--- src/rtl/lsu_pkg.sv ---
// lsu_pkg: shared definitions for the load/store controller.
//   - funct3 encodings for the supported access sizes
//   - lsu_state_t controller state encoding
//   - merge_word  : replace a byte/half lane of a memory word with store data
//   - extend_load : extract a byte/half lane and sign/zero extend it
//   - f3_legal    : which funct3 codes are meaningful for loads vs stores
//   - sat_inc16   : saturating 16-bit increment for the optional statistics
package lsu_pkg;

  localparam logic [2:0] F3_B  = 3'b000;
  localparam logic [2:0] F3_H  = 3'b001;
  localparam logic [2:0] F3_W  = 3'b010;
  localparam logic [2:0] F3_BU = 3'b100;
  localparam logic [2:0] F3_HU = 3'b101;

  typedef enum logic [1:0] {
    S_IDLE = 2'd0,
    S_RD   = 2'd1,
    S_WR   = 2'd2,
    S_RESP = 2'd3
  } lsu_state_t;

  // Unsigned variants only make sense for loads; a store carrying BU/HU is
  // treated as an illegal encoding.
  function automatic logic f3_legal(input logic [2:0] f3, input logic we);
    logic ok;
    case (f3)
      F3_B, F3_H, F3_W: ok = 1'b1;
      F3_BU, F3_HU:     ok = !we;
      default:          ok = 1'b0;
    endcase
    return ok;
  endfunction

  // Little-endian lane replacement. Byte lane = addr[1:0], half lane = addr[1].
  function automatic logic [31:0] merge_word(input logic [31:0] old_word,
                                             input logic [31:0] wdata,
                                             input logic [2:0]  f3,
                                             input logic [1:0]  lane);
    logic [31:0] w;
    w = old_word;
    case (f3)
      F3_B:    w[{lane, 3'b000} +: 8]      = wdata[7:0];
      F3_H:    w[{lane[1], 4'b0000} +: 16] = wdata[15:0];
      default: w = wdata;
    endcase
    return w;
  endfunction

  function automatic logic [31:0] extend_load(input logic [31:0] word,
                                              input logic [2:0]  f3,
                                              input logic [1:0]  lane);
    logic [7:0]  b;
    logic [15:0] h;
    logic [31:0] r;
    b = word[{lane, 3'b000} +: 8];
    h = word[{lane[1], 4'b0000} +: 16];
    case (f3)
      F3_B:    r = {{24{b[7]}}, b};
      F3_BU:   r = {24'h0, b};
      F3_H:    r = {{16{h[15]}}, h};
      F3_HU:   r = {16'h0, h};
      default: r = word;
    endcase
    return r;
  endfunction

  function automatic logic [15:0] sat_inc16(input logic [15:0] v);
    return (v == 16'hFFFF) ? v : v + 16'd1;
  endfunction

endpackage

--- src/rtl/lsu_align_chk.sv ---
// lsu_align_chk: combinational request error detection.
//   Flags an incoming request as erroneous when the funct3 code is illegal
//   (for its direction), when a half access is on an odd byte, when a word
//   access is not 4-byte aligned, or when the word index falls outside the
//   downstream memory.
// Ports:
//   funct3 [2:0]  access size / signedness code
//   we            1 = store, 0 = load
//   addr [AW-1:0] byte address
//   err           1 = request must be rejected without touching memory
module lsu_align_chk
  import lsu_pkg::*;
#(
  parameter int DEPTH_WORDS = 256,
  parameter int AW          = 32
) (
  input  logic [2:0]    funct3,
  input  logic          we,
  input  logic [AW-1:0] addr,
  output logic          err
);

  localparam logic [AW-1:0] DEPTH_L = AW'(DEPTH_WORDS);

  logic          legal;
  logic          misalign;
  logic          range_err;
  logic [AW-1:0] word_idx;

  always_comb begin
    legal    = f3_legal(funct3, we);
    misalign = 1'b0;
    case (funct3)
      F3_H, F3_HU: misalign = addr[0];
      F3_W:        misalign = |addr[1:0];
      default:     misalign = 1'b0;
    endcase
  end

  assign word_idx  = addr >> 2;
  assign range_err = (word_idx >= DEPTH_L);
  assign err       = !legal || misalign || range_err;

endmodule

--- src/rtl/lsu_ctrl.sv ---
// lsu_ctrl: load/store controller in front of a word-addressed single-cycle
// RAM (synchronous write, combinational read). Converts byte-addressed
// LB/LH/LW/LBU/LHU/SB/SH/SW requests into word accesses, doing
// read-modify-write for sub-word stores and sign/zero extension for loads.
//
// Optional build macro: LSU_STATS_EN adds saturating load/store/error
// counters (stat_loads, stat_stores, stat_errs).
//
// Ports:
//   clk, rst                 clock (rising edge), async active-high reset
//   req_valid / req_ready    request handshake, ready only in IDLE
//   req_we, req_funct3       direction and access size
//   req_addr, req_wdata      byte address, store data (low lane used)
//   resp_valid               one-cycle response pulse
//   resp_rdata, resp_err     extended load data (0 on store/error), error flag
//   mem_A, mem_WD, mem_we    word address, write word, write enable to memory
//   mem_RD                   combinational read word from memory
//
// state  | meaning
// -------+--------------------------------------------------------------
// IDLE   | ready for a request, mem_A = 0
// RD     | mem_A driven, memory word captured (load or sub-word store)
// WR     | mem_we high for exactly this cycle
// RESP   | resp_valid high with registered rdata/err
module lsu_ctrl
  import lsu_pkg::*;
#(
  parameter int DEPTH_WORDS = 256,
  parameter int AW          = 32
) (
  input  logic          clk,
  input  logic          rst,
  input  logic          req_valid,
  output logic          req_ready,
  input  logic          req_we,
  input  logic [2:0]    req_funct3,
  input  logic [AW-1:0] req_addr,
  input  logic [31:0]   req_wdata,
  output logic          resp_valid,
  output logic [31:0]   resp_rdata,
  output logic          resp_err,
  output logic [31:0]   mem_A,
  output logic [31:0]   mem_WD,
  output logic          mem_we,
`ifdef LSU_STATS_EN
  output logic [15:0]   stat_loads,
  output logic [15:0]   stat_stores,
  output logic [15:0]   stat_errs,
`endif
  input  logic [31:0]   mem_RD
);

  lsu_state_t  state;
  logic        we_q;
  logic [2:0]  f3_q;
  logic [1:0]  lane_q;
  logic [31:0] wdata_q;

  logic        chk_err;
  logic        accept;
  logic [31:0] req_word;

  lsu_align_chk #(
    .DEPTH_WORDS (DEPTH_WORDS),
    .AW          (AW)
  ) u_align_chk (
    .funct3 (req_funct3),
    .we     (req_we),
    .addr   (req_addr),
    .err    (chk_err)
  );

  assign accept   = req_valid && req_ready;
  assign req_word = 32'(req_addr >> 2);

  always_ff @(posedge clk or posedge rst) begin
    if (rst) begin
      state      <= S_IDLE;
      req_ready  <= 1'b1;
      resp_valid <= 1'b0;
      resp_rdata <= 32'h0;
      resp_err   <= 1'b0;
      mem_A      <= 32'h0;
      mem_WD     <= 32'h0;
      mem_we     <= 1'b0;
      we_q       <= 1'b0;
      f3_q       <= 3'b000;
      lane_q     <= 2'b00;
      wdata_q    <= 32'h0;
    end else begin
      case (state)
        S_IDLE: begin
          if (accept) begin
            we_q      <= req_we;
            f3_q      <= req_funct3;
            lane_q    <= req_addr[1:0];
            wdata_q   <= req_wdata;
            req_ready <= 1'b0;
            if (chk_err) begin
              // Rejected requests never reach memory; mem_A stays 0.
              state      <= S_RESP;
              resp_valid <= 1'b1;
              resp_err   <= 1'b1;
              resp_rdata <= 32'h0;
            end else if (req_we && (req_funct3 == F3_W)) begin
              // Full-word store needs no read, write goes out next cycle.
              state  <= S_WR;
              mem_A  <= req_word;
              mem_WD <= req_wdata;
              mem_we <= 1'b1;
            end else begin
              state <= S_RD;
              mem_A <= req_word;
            end
          end
        end

        S_RD: begin
          if (we_q) begin
            // mem_WD doubles as the captured word buffer with the lane merged.
            state  <= S_WR;
            mem_WD <= merge_word(mem_RD, wdata_q, f3_q, lane_q);
            mem_we <= 1'b1;
          end else begin
            state      <= S_RESP;
            resp_valid <= 1'b1;
            resp_err   <= 1'b0;
            resp_rdata <= extend_load(mem_RD, f3_q, lane_q);
          end
        end

        S_WR: begin
          state      <= S_RESP;
          mem_we     <= 1'b0;
          resp_valid <= 1'b1;
          resp_err   <= 1'b0;
          resp_rdata <= 32'h0;
        end

        S_RESP: begin
          state      <= S_IDLE;
          resp_valid <= 1'b0;
          resp_err   <= 1'b0;
          resp_rdata <= 32'h0;
          mem_A      <= 32'h0;
          mem_WD     <= 32'h0;
          req_ready  <= 1'b1;
        end

        default: begin
          state     <= S_IDLE;
          mem_we    <= 1'b0;
          req_ready <= 1'b1;
        end
      endcase
    end
  end

`ifdef LSU_STATS_EN
  // An errored store counts only as an error, never as a store.
  always_ff @(posedge clk or posedge rst) begin
    if (rst) begin
      stat_loads  <= 16'h0;
      stat_stores <= 16'h0;
      stat_errs   <= 16'h0;
    end else if (state == S_RESP) begin
      if (resp_err)
        stat_errs <= sat_inc16(stat_errs);
      else if (we_q)
        stat_stores <= sat_inc16(stat_stores);
      else
        stat_loads <= sat_inc16(stat_loads);
    end
  end
`endif

endmodule

--- config.mk ---
export PLATFORM = sky130hd
export DESIGN_NAME = lsu_ctrl
export DESIGN_NICKNAME = d
export VERILOG_FILES = /design/src/rtl/lsu_pkg.sv /design/src/rtl/lsu_align_chk.sv /design/src/rtl/lsu_ctrl.sv
export SDC_FILE = /design/constraint.sdc
export NUM_CORES = 1
export LEC_CHECK = 0
export CORE_ASPECT_RATIO = 0.9
export CORE_MARGIN = 8
export CORE_UTILIZATION = 40
export CTS_BUF_LIST = sky130_fd_sc_hd__clkbuf_8
export DETAILED_ROUTE_END_ITERATION = 8
export DONT_BUFFER_PORTS = 1
export PLACE_DENSITY = 0.58
export SYNTH_ARGS = -nofsm -noshare
export SYNTH_HDL_FRONTEND = slang
export SYNTH_SLANG_ARGS = --single-unit
--- constraint.sdc ---
create_clock -name clk -period 5.2 [get_ports clk]
set_clock_uncertainty 0.05 [all_clocks]
set_input_delay 0.78 -clock clk [delete_from_list [all_inputs] [get_ports clk]]
set_output_delay 0.78 -clock clk [all_outputs]
set_load 0.05 [all_outputs]
# --- Word level (Yosys, flattened, before mapping) ---
# Cells that the tools add are included.
totals:
  register_bits: 140
  latchBits: 0
  mem_bits_rw: 0
  romBits: 0
  input_bits: 103
  wordCells: 96
  memories: 0
classes:
  add_sub_neg: 2
  mul: 0
  div: 0
  magnitude_cmp: 1
  n_eq_ne: 16
  n_shift: 6
  n_mux: 36
  bitwise_logic: 0
  n_reduce_logical: 23
ops:
  columns: ["cell", "count"]
  rows:
  - ["32-bit two-way mux", 9]
  - ["32-bit case mux with 3 select lines", 2]
  - ["32-bit case mux with 2 select lines", 2]
  - ["32-bit case mux with 4 select lines", 1]
  - ["32-bit bitwise mux", 2]
  - ["16-bit by 7-bit variable shift with 32-bit output (first input constant)", 1]
  - ["8-bit by 7-bit variable shift with 32-bit output (first input constant)", 1]
  - ["16-bit by 7-bit indexed part select with 32-bit output", 1]
  - ["32-bit by 6-bit indexed part select with 16-bit output", 1]
  - ["32-bit by 6-bit indexed part select with 8-bit output", 1]
  - ["8-bit by 7-bit indexed part select with 32-bit output", 1]
  - ["30-bit by 9-bit >= comparator with 1-bit output (second input constant)", 1]
  - ["5-bit negation with 7-bit output", 2]
  - ["3-bit equality test (second input constant)", 4]
  - ["2-bit inequality test (second input constant)", 6]
  - ["1-bit two-way mux", 10]
  - ["5-bit AND reduction", 2]
  - ["2-bit case mux with 4 select lines", 1]
  - ["2-bit OR reduction", 4]
  - ["3-bit by 1-bit equality test with 1-bit output (second input constant)", 2]
  - ["3-bit logical NOT", 2]
  - ["2-bit two-way mux", 3]
  - ["1-bit case mux with 2 select lines", 3]
  - ["1-bit case mux with 3 select lines", 2]
  - ["other kinds (13)", 20]

# --- Logic depth before layout (Yosys ltp) ---
# Gate-level depths: netlist of run 1.
depth:
  ltp_word: 9
  ltp_mapped: 9

# --- Hierarchy ---
# From an unflattened synthesis of run 1, not the netlist that was laid out.
hier_totals:
  hier_cells: 711
  hier_area_um2: 7558.5
modules_own_cells:
  columns: ["mod", "n_inst", "cells_each", "area_per_inst_um2"]
  rows:
  - ["lsu_ctrl", 1, 698, 7462.2]
  - ["lsu_align_chk", 1, 13, 96.3]

# --- Worst setup path before layout of run 1 ---
# No wires, ideal clock.
synth_path:
  path_type: "input-to-reg"
  startpoint: "in req_addr[17]"
  endpoint: "reg mem_A[0]"
  t_arrival_ns: 2.155
  required_time_ns: 5.023
  setup_slack_ns: 2.868
  path_stages: 7
  n_path_buf: 2
  path_cell_list: "nor4_1 nand4_1 or4_1 buf_2 buf_6 o211ai_1 o21ai_1"
synth_via:
  elab_chain_len: 4
synth_rtl:
  columns: ["item", "line_no", "rtl"]
  rows:
  - ["from (decl)", "lsu_ctrl.sv:37", "input logic [AW-1:0] req_addr,"]
  - ["30-bit by 9-bit >= comparator with 1-bit output", "lsu_align_chk.sv:41", "assign range_err = (word_idx >= DEPTH_L);"]
  - ["1-bit logical OR", "lsu_align_chk.sv:42", "assign err = !legal || misalign || range_err;"]
  - ["2-bit inequality test (no line)", null, null]
  - ["3-bit AND reduction (no line)", null, null]
  - ["to (signal assigned)", "lsu_ctrl.sv:108", "mem_A <= req_word;"]
  - ["to (signal assigned)", "lsu_ctrl.sv:113", "mem_A <= req_word;"]
  - ["to (decl)", "lsu_ctrl.sv:42", "output logic [31:0] mem_A,"]
# Every way passes these cells.
# A chain may end at the register's enable or synchronous reset.

# --- Worst setup path in the final report of run 1 ---
layout_path:
  startpoint: "reg lane_q[1]"
  endpoint: "reg resp_rdata[16]"
layout_via:
  elab_chain_len: 4
  word_cells_on_any_way: 5
layout_rtl:
  columns: ["item", "line_no", "rtl"]
  rows:
  - ["from (decl)", "lsu_ctrl.sv:56", "logic [1:0] lane_q;"]
  - ["from (signal assigned)", "lsu_ctrl.sv:96", "lane_q <= req_addr[1:0];"]
  - ["32-bit by 6-bit indexed part select with 16-bit output / 32-bit by 6-bit indexed part select with 8-bit output (equally long branches)", "lsu_pkg.sv:57, lsu_pkg.sv:56", null]
  - ["32-bit case mux with 4 select lines *", "lsu_pkg.sv:58", "case (f3)"]
  - ["32-bit two-way mux *", "lsu_ctrl.sv:119", "if (we_q) begin"]
  - ["32-bit case mux with 3 select lines *", "lsu_ctrl.sv:91", "case (state)"]
  - ["to (signal assigned)", "lsu_ctrl.sv:128", "resp_rdata <= extend_load(mem_RD, f3_q, lane_q);"]
  - ["to (decl)", "lsu_ctrl.sv:40", "output logic [31:0] resp_rdata,"]
# Every way passes the cells marked *; elsewhere a longest branch is shown, timed or not. The select of a mux whose other input is x is not followed.

==> results.md, run 1 <==
- Clk_lat worst skew: 0.46 ns
- TritonRoute pass-1 iters: 7
- Starting density of the core: 40.8%
- Setup Total Neg Slack: 0 ns
- Worst Path Max Fanout: 18
- Layout cell share with drive strength beyond 1: 19.1%
- DP Wirelength: 15700 µm
- Post-layout util: around 44%
- Multi-input gate area: just over 0.003 mm²
- Netlist cell types: 54
- Max Transition Viols Final: 0
- Netlist Area Pre-Place: 0.00686 mm²
- P&R area growth vs syn: 7.37%
- Row count: 45
- CTS max path bufs: 2
- Pwr Total: 5.67 mW
- First-pass GRT wire length: between 30000 and 40000 µm
- Final ANT Viol Nets: 0
- Reg-to-reg critical path startpoint: lane_q[1]$_DFFE_PP0P_
- Reg clk slew, reported paths: 0.09 ns
- Post-CTS Setup Bufs: 0
- DIE WIDTH: ~150 µm
- Top-area cell type share of the netlist area: about half
- Crit path depth: 5
- CP Class: register to register
- Layout Nets: 711
- Slowest stage delay, CP: 1.00 ns
- Antenna violations before repair: 0
- Synth warnings: 0
- Post-Synthesis Cells: 618
- R2r setup slk: 2.01 ns
- Post-synth EDFFs: 0
- Worst Setup Start Kind: register
- Final hold violations: 0
- Die ar.: 0.0216 mm²
- Fmax: 314 MHz
- Sink Count: 138
- Post-route minimum period: 3.19 ns
- WP data required: 5.55 ns
- CP Capture Point: resp_rdata[16]$_DFFE_PP0P_
- Worst hold path type: primary input to asynchronous set/reset pin
- Count of state elements after synthesis: ~140
- Critical path arrival: 3.54 ns
- Actual slew at the worst max-slew pin: between 1 and 1.5 ns
- Final Setup Violations: 0
- FFs w/ async S/R, synth: 100%
- Vias in the first global route: between 5000 and 6000
- Pwr Density: 770 mW/mm²
- Total CTS buffers: 17
- Max Cap Viol: 0
- Via count: 5041
- WL/cell: ~26 µm
- Largest net degree at the start of global routing: 103
- Diodes inserted: 0
- DIE HEIGHT: 140 µm
- # IOs: 203
- Worst path bufs/invs: 1
- Worst Reg2Reg Path Length in Cells: 5
- RSZ-0062 raised after global routing: false
- Top cells by area, synth: dfrtp_1 50%, mux2_2 11%, a22o_1 5.1%, a222oi_1 2.3%, and2_1 2.1%
- Root buffer cell: clkbuf_8
- Count leader, synth: dfrtp_1
- Post-CTS Resized: 0
- Crit-path most repeated cell: nor4_1
- Worst Setup End Kind: register
- Routability cong.: 0.842
- Port-buffer cells: 0
- Worst hold slack: 0.305 ns
- Max VDD drop: 457 µV
- Commonest cells post-synth: 137 x dfrtp_1, 68 x mux2_2, 40 x a22o_1
- Hold_buf cts: 0
- Fin crit share: 61.3%
- Most used DFF post-synth: dfrtp_1
- End of the worst register-to-register path: resp_rdata[16]$_DFFE_PP0P_
- Core ar.: 0.0168 mm²
- CTS tree: done
- Sequential share of the synthesized area: 50.4%
- Drt via density: 6.13
- Status: finished clean
- Fillers: approximately 1600
- Mean Syn Cell Area: between 10 and 15 µm²
- CP max stage cell: a211oi_2
- Static leakage: 3.26 nW
- FF/Latch Area: 0.00345 mm²
- Routed wire length: 21300 µm
- Remaining DRCs: 0
- H-tree levels: 4
- CP delay by family, top: compound AO/OA/AOI/OAI gates
- Dominant cell type by area after synthesis: dfrtp_1
- Crit. Startpoint: lane_q[1]$_DFFE_PP0P_
- Critical path, cell by cell: inv_1, nor4_1, nor4_1, a211oi_2, a22o_1
- GRT Total Usage: 19.7%
- Initial detailed-routing violation count: 408
- Rel. slew slack: 19.5%
- GRT overflow: 0
==> power by group <==
group	switching, mW	internal [mW]
logic	1.11	0.912
clock network	0.500	0.358
registers	1.31	1.47
==> layout make-up <==
class | instances | share of cell area, %
Clock buffer | 17 | 3.18
Clock inverter | 15 | 2.02
Inverter | 26 | 1.39
Multi-Input combinational cell | 409 | 42.2
Sequential cell | 138 | 46.9
Tap cell | 211 | 3.58
Timing Repair Buffer | 7 | 0.713
==> placed cells by master (no fill, tap or decap), types with 3 or more instances in the layout <==
cell type  netlist  final
dfrtp_1        137    137
mux2_2          68     68
a22o_1          40     40
nand2_1         35     35
inv_1           25     24
a21oi_1         25     24
and2_1          23     23
nor2_1          23     23
nand2b_1        20     20
o21ai_0         20     20
clkbuf_8         0     17
a222oi_1        16     16
mux2i_1         14     14
nor2b_1         10     10
o211ai_1        10     10
nor4_1           9      9
a31oi_1          9      9
ha_1             9      9
o21ai_1          8      8
o221ai_1         8      8
a32oi_1          8      8
a221o_1          8      8
buf_4            3      7
inv_6            0      6
a22oi_1          6      6
nor3_1           5      5
inv_8            0      5
nand3_1          3      3
==> flip-flops by register name, summed over array words and instances, names as in the netlist <==
register    count
resp_err        1
mem_we          1
f3_q            3
mem_A          30
lane_q          2
wdata_q        32
we_q            1
state           2
req_ready       1
mem_WD         32
resp_rdata     32
resp_valid      1
==> worst min-delay path by stage <==
stage,start,endpoint,cells past startpoint
after floorplan,wdata_q[31]$_DFFE_PP0P_,wdata_q[31]$_DFFE_PP0P_,1
after global placement,wdata_q[23]$_DFFE_PP0P_,wdata_q[23]$_DFFE_PP0P_,1
after detailed placement,wdata_q[25]$_DFFE_PP0P_,wdata_q[25]$_DFFE_PP0P_,1
after CTS,rst,mem_A[23]$_DFFE_PP0P_,1
after global routing,rst,mem_A[17]$_DFFE_PP0P_,1
final,rst,mem_A[23]$_DFFE_PP0P_,1
==> metal layers <==
layer  global-route usage (%)  up-vias  routed length, µm
met4                     8.04        0                504
met5                        0        -                  0
met1                     23.8     2494               8390
li1                         -     2257                  -
met2                     30.1      260               9670
met3                     9.10       30               2780
==> kinds of logic (layout without fill, tap and decap cells) <==
kind of cell | Yosys count | count (layout) | share of synthesized area (%)
buffers and inverters | 72 | 65 | 4.54
and+or+nand+nor | 141 | 141 | 10.8
DFF | 138 | 138 | 50.4
muxes | 83 | 83 | 13.4
other | 1 | 2 | 0.0547
AOI/OAI and AO/OA | 174 | 174 | 19.2
adders and majority gates | 9 | 9 | 1.64
==> stage by stage <==
stage               instance area, µm²  std cells  setup WS (ns)
floorplan                         6860        619          0.675
global placement                  6980        791           1.99
detailed placement                6980        791           1.92
CTS                               7370        823           2.00
global route                      7370        823           1.75
finish                            7370        823           2.01
(Power assumes the default switching activity.)
==> inputs of run 2 (changes only) <==
--- a/config.mk
+++ b/config.mk
@@ -11,7 +11,7 @@
 export CTS_BUF_LIST = sky130_fd_sc_hd__clkbuf_8
 export DETAILED_ROUTE_END_ITERATION = 8
 export DONT_BUFFER_PORTS = 1
-export PLACE_DENSITY = 0.58
+export PLACE_DENSITY = 0.6
 export SYNTH_ARGS = -nofsm -noshare
 export SYNTH_HDL_FRONTEND = slang
 export SYNTH_SLANG_ARGS = --single-unit
==> constraint.sdc (replaced) <==
create_clock -name clk -period 2.7 [get_ports clk]
set_clock_uncertainty 0.05 [all_clocks]
set_input_delay 0.405 -clock clk [delete_from_list [all_inputs] [get_ports clk]]
set_output_delay 0.405 -clock clk [all_outputs]
set_load 0.05 [all_outputs]
==> results.md, run 2 (synthesized netlist as in run 1, its figures left out) <==
- Cells after DPL: 806 (+1.9%)
- Fmax: 390 MHz (+24%)
- Slowest stage delay, CP: 0.84 ns (-0.16 ns)
- Post-CTS Resized: 0 (unchanged)
- Pwr Density: 1490 mW/mm² (+93%)
- CP max stage cell: a211oi_1
- WL/cell: 25.8 µm (-0.48%)
- Root buffer cell: clkbuf_8
- Fin crit share: 95.0% (+34 points)
- Initial detailed-routing violation count: 445 (+9.1%)
- DP Wirelength: 16200 µm (+3.4%)
- Worst Setup End Kind: register
- Max Transition Viols Final: 0 (unchanged)
- Via count: 5196 (+3.1%)
- Die ar.: 0.0216 mm² (unchanged)
- Commonest non-fill, non-tap cell in the layout: dfrtp_1
- P&R area growth vs syn: 10.4%
- First-pass GRT wire length: 33100 µm (+2.7%)
- Post-route minimum period: 2.56 ns (-0.624 ns)
- Routed wire length: 21700 µm (+1.8%)
- Static leakage: 3.37 nW (+3.4%)
- CTS max path bufs: 2 (unchanged)
- Pre-CTS setup slack: 0.198 ns (-1.73 ns)
- Worst hold slack: 0.0382 ns (-0.267 ns)
- CP Class: register to register
- CTS tree: done
- Diodes inserted: 0 (unchanged)
- Reg clk slew, reported paths: 0.09 ns (about the same)
- Post-Layout Cell Count: 842 (+2.3%)
- Sink Count: 138 (unchanged)
- Setup Total Neg Slack: 0 ns (unchanged)
- Fillers: 1578 (-2.2%)
- GRT overflow: 0 (unchanged)
- Routability cong.: 0.857 (+1.7%)
- DIE WIDTH: 154 µm (unchanged)
- Actual slew at the worst max-slew pin: 1.15 ns (-0.0580 ns)
- Worst Path Max Fanout: 10 (-8)
- Finished layout cell area: 0.00757 mm² (+2.8%)
- H-tree levels: 4 (unchanged)
- Max Cap Viol: 0 (unchanged)
- WP data required: 3.02 ns (-2.53 ns)
- Post-CTS Setup Bufs: 0 (unchanged)
- # IOs: 203 (unchanged)
- Final ANT Viol Nets: 0 (unchanged)
- Hold path depth: 2
- Regs by FF count: mem_WD: 32 flops, resp_rdata: 32 flops, wdata_q: 32 flops
- R2r setup slk: 0.14 ns (-1.88 ns)
- Worst Reg2Reg Path Length in Cells: 7 (+2)
- Crit path depth: 7 (+2)
- Most frequent cells in the layout: 137 x dfrtp_1, 68 x mux2_2, 40 x a22o_1
- RSZ-0062 raised after global routing: false
- DIE HEIGHT: 140 µm (unchanged)
- DP Area: 0.00711 mm² (+1.8%)
- Total CTS buffers: 17 (unchanged)
- Layout Nets: 730 (+2.7%)
- Rel. slew slack: 23.4% (+3.9 points)
- Layout cell share with drive strength beyond 1: 21.1% (+2.0 points)
- Clk_lat worst skew: 0.45 ns (about the same)
- Starting density of the core: 40.8% (unchanged)
- Final Setup Violations: 0 (unchanged)
- Worst setup margin: 0.135 ns (-1.88 ns)
- Critical path arrival: 2.88 ns (-0.66 ns)
- Status: finished clean
- Remaining DRCs: 0 (unchanged)
- Worst Setup Start Kind: register
- GRT Total Usage: 20.1% (+0.33 points)
- Port-buffer cells: 0 (unchanged)
- Worst path bufs/invs: 3 (+2)
- Drt via density: 6.17 (+0.75%)
- Largest net degree at the start of global routing: 102 (-0.97%)
- Crit-path most repeated cell: inv_1
- Vias in the first global route: 5357 (+3.7%)
- Worst hold path type: primary input to register
- Max VDD drop: 598 µV (+31%)
- Final hold violations: 0 (unchanged)
- TritonRoute pass-1 iters: 8 (+1)
- CP delay by family, top: compound AO/OA/AOI/OAI gates
- Core ar.: 0.0168 mm² (unchanged)
- Post-layout util: 45.0% (+1.2 points)
- Critical path, cell by cell: inv_1, ha_1, inv_1, buf_4, a211oi_1, a222oi_1, mux2i_1
- Pwr Total: 11.2 mW (+98%)
- Row count: 45 (unchanged)
- Antenna violations before repair: 0 (unchanged)
## run 2: cell count changes in the layout (fill, tap and decap cells not counted)
cell           change
a31oi_2            +1
inv_8              -5
a31oi_1            -1
buf_12             +1
buf_4             +14
inv_6              -1
clkinv_4           +2
dlygate4sd3_1      +4
bufinv_16          +3
clkinv_8           -1
clkinv_2           +2
## run 2: worst reg2reg max path, cell delays in order, from the launching register on
cell      delay (ns)
dfrtp_1         0.41
inv_1           0.09
ha_1            0.25
inv_1           0.09
buf_4           0.19
a211oi_1        0.85
a222oi_1        0.35
mux2i_1         0.21
## run 2: per-layer routing
metal,GRT usage [%],up-vias,wire [µm]
met3,10.9,23,3050
li1,-,2291,-
met4,5.56,0,339
met2,31.9,298,10300
met1,23.1,2584,8090
met5,0,-,0
## run 2: report_power, final
part | internal, mW | switching (mW)
Clock | 0.930 | 0.873
Combinational | 1.90 | 2.27
Sequential | 2.84 | 2.44
Total | 5.67 | 5.58
## run 2: worst paths after layout
kind | from | to
max reg2reg | state[1]$_DFFE_PP0P_ | mem_WD[7]$_DFFE_PP0P_
min reg2reg | wdata_q[20]$_DFFE_PP0P_ | wdata_q[20]$_DFFE_PP0P_
min | req_addr[8] | mem_A[6]$_DFFE_PP0P_
max in group asynchronous | rst | wdata_q[11]$_DFFE_PP0P_
max | state[1]$_DFFE_PP0P_ | mem_WD[7]$_DFFE_PP0P_
min in group asynchronous | rst | mem_A[4]$_DFFE_PP0P_
## run 2: cell type report
type	instances	area (µm²)	area share (%)
inverters	26	101	1.34
repair buffers	26	218	2.87
multi-input cells	409	3120	41.1
flip-flops and latches	138	3450	45.6
clock inverters	15	186	2.46
clock buffers	17	234	3.09
well taps	211	264	3.49
## run 2: what timing repair did
item                                    in CTS  in global routing
endpoints found under the hold margin      140                  0
endpoints found under the setup margin       0                  0
hold buffers                                 4                  0
==> inputs of run 3 (changes only) <==
--- a/config.mk
+++ b/config.mk
@@ -7,11 +7,12 @@
 export LEC_CHECK = 0
 export CORE_ASPECT_RATIO = 0.9
 export CORE_MARGIN = 8
-export CORE_UTILIZATION = 40
+export CORE_UTILIZATION = 31
 export CTS_BUF_LIST = sky130_fd_sc_hd__clkbuf_8
 export DETAILED_ROUTE_END_ITERATION = 8
 export DONT_BUFFER_PORTS = 1
-export PLACE_DENSITY = 0.6
+export GPL_TIMING_DRIVEN = 0
+export PLACE_DENSITY = 0.5
 export SYNTH_ARGS = -nofsm -noshare
 export SYNTH_HDL_FRONTEND = slang
 export SYNTH_SLANG_ARGS = --single-unit
==> results.md, run 3 (synthesized netlist as in run 1, its figures left out) <==
- Status: finished clean
- Root buffer cell: clkbuf_8
- Critical path arrival: 2.85 ns (-0.03 ns)
- DIE HEIGHT: 157 µm (+12%)
- Max VDD drop: 391 µV (-35%)
- CTS max path bufs: 2 (unchanged)
- CP Class: register to register
- Sink Count: 138 (unchanged)
- P&R area growth vs syn: 13.4%
- GRT overflow: 0 (unchanged)
- Worst Setup Start Kind: register
- Fin crit share: 94.7% (-0.29 points)
- Setup Total Neg Slack: 0 ns (unchanged)
- Actual slew at the worst max-slew pin: 1.01 ns (-0.138 ns)
- Post-route minimum period: 2.56 ns (-0.00794 ns)
- GRT Total Usage: 17.8% (-2.3 points)
- Antenna violations before repair: 2 (+2)
- Largest net degree at the start of global routing: 44 (-57%)
- Final Setup Violations: 0 (unchanged)
- Static leakage: 3.40 nW (+1.1%)
- Final ANT Viol Nets: 0 (unchanged)
- RSZ-0062 raised after global routing: false
- Starting density of the core: 31.6% (-9.1 points)
- Worst Setup End Kind: register
- Via count: 5317 (+2.3%)
- Initial detailed-routing violation count: 431 (-3.1%)
- Clk_lat worst skew: 0.46 ns (about the same)
- Rel. slew slack: 32.3% (+8.9 points)
- Core ar.: 0.0217 mm² (+29%)
- CP max stage cell: clkbuf_1
- Remaining DRCs: 0 (unchanged)
- Slowest stage delay, CP: 0.46 ns (-0.38 ns)
- # IOs: 203 (unchanged)
- Pwr Total: 11.4 mW (+1.0%)
- Routability cong.: 0.898 (+4.8%)
- Worst hold path type: primary input to register
- R2r setup slk: 0.14 ns (about the same)
- Layout Nets: 760 (+4.1%)
- Die ar.: 0.0272 mm² (+26%)
- H-tree levels: 4 (unchanged)
- Commonest non-fill, non-tap cell in the layout: dfrtp_1
- Worst Path Max Fanout: 10 (unchanged)
- Max Cap Viol: 0 (unchanged)
- Port-buffer cells: 0 (unchanged)
- Routed wire length: 24300 µm (+12%)
- WL/cell: 25.5 µm (-1.2%)
- Total CTS buffers: 17 (unchanged)
- Most frequent cells in the layout: 137 x dfrtp_1, 68 x mux2_2, 40 x a22o_1
- Reg clk slew, reported paths: 0.09 ns (about the same)
- Critical path, cell by cell: inv_1, ha_1, clkbuf_1, nor2_4, buf_12, clkbuf_1, a221o_1, mux2_2
- Worst setup margin: 0.143 ns (+0.00794 ns)
- Pre-CTS setup slack: -0.438 ns (-0.636 ns)
- Layout cell share with drive strength beyond 1: 20.9% (-0.20 points)
- DP Wirelength: 19300 µm (+19%)
- Vias in the first global route: 5503 (+2.7%)
- Final hold violations: 0 (unchanged)
- First-pass GRT wire length: 36300 µm (+9.5%)
- Crit-path most repeated cell: clkbuf_1
- CTS tree: done
- Drt via density: 5.58 (-9.6%)
- DIE WIDTH: 173 µm (+12%)
- Cells after DPL: 913 (+13%)
- Max Transition Viols Final: 0 (unchanged)
- Regs by FF count: mem_WD: 32 flops, resp_rdata: 32 flops, wdata_q: 32 flops
- WP data required: 3.00 ns (-0.02 ns)
- TritonRoute pass-1 iters: 6 (-2)
- Pwr Density: 1460 mW/mm² (-1.6%)
- Fmax: 391 MHz (+0.31%)
- Row count: 51 (+13%)
- Post-Layout Cell Count: 953 (+13%)
run 3: cell types whose count changed in the layout (fill, tap and decap cells not counted), moves of 2 or more:
| cell | change |
|---|---|
| buf_4 | -17 |
| bufinv_16 | -2 |
| buf_1 | +3 |
| clkinv_2 | -2 |
| clkbuf_1 | +21 |
| clkinvlp_4 | +2 |
| buf_12 | +3 |
| clkbuf_4 | +2 |
| buf_2 | +16 |
| inv_8 | +3 |
run 3: final timing paths:
| path | end | cells after the start | startpoint |
|---|---|---|---|
| worst min register to register | wdata_q[21]$_DFFE_PP0P_ | 1 | wdata_q[21]$_DFFE_PP0P_ |
| worst max register to register | mem_WD[18]$_DFFE_PP0P_ | 8 | state[1]$_DFFE_PP0P_ |
| worst min-delay path | mem_A[1]$_DFFE_PP0P_ | 2 | req_addr[3] |
| max in group asynchronous | wdata_q[23]$_DFFE_PP0P_ | 4 | rst |
| worst max-delay path | mem_WD[18]$_DFFE_PP0P_ | 8 | state[1]$_DFFE_PP0P_ |
| min in group asynchronous | mem_A[0]$_DFFE_PP0P_ | 2 | rst |
run 3: layout make-up:
class                      count  area [µm²]
fill                        2164       13900
sequential                   138        3450
multi-input combinational    409        3110
tap                          291         364
clock buffer                  17         234
buffer                        46         219
clock inverter                15         156
timing repair buffer          10         138
inverter                      26         101
antenna                        1        2.50
run 3: worst max-delay path, delay by kind of cell (launching register included):
kind	cells	cell delay, ns
adder cells (fa/ha/maj)	1	0.16
AND/OR/NAND/NOR	1	0.10
AO/OA/AOI/OAI	1	0.45
multiplexers	1	0.26
flip-flops	1	0.43
buffers and inverters	4	0.99
run 3: report_power, final:
part,switching [mW],internal (mW),total [mW]
Combinational,2.44,1.94,4.38
Sequential,2.44,2.84,5.28
Clock,0.941,0.763,1.70
run 3: metal layers:
layer,global-route usage [%],routed length (µm),up-vias
met1,21.2,9620,2661
met3,9.36,3290,27
li1,-,-,2352
met2,27.8,11000,273
met4,4.63,379,4
met5,0,37,-
run 3: metrics by stage:
stage / area [µm²] / utilization, % / hold slack [ns]
final: 7780 / 35.9 / 0.0287
after global routing: 7780 / 35.8 / 0.0105
after CTS: 7740 / 35.7 / 0.00209
after detailed placement: 7290 / 33.6 / 0.383
after global placement: 7230 / 33.3 / 0.437
after floorplan: 6870 / - / 0.428
run 3: what timing repair did:
item	4_1_cts	5_1_grt
setup buffers	0	2
gates cloned	0	0
resized for setup	3	3
setup endpoints to repair	32	19
endpoints found under the hold margin	36	0
pin swaps	0	1
hold buffers	5	0
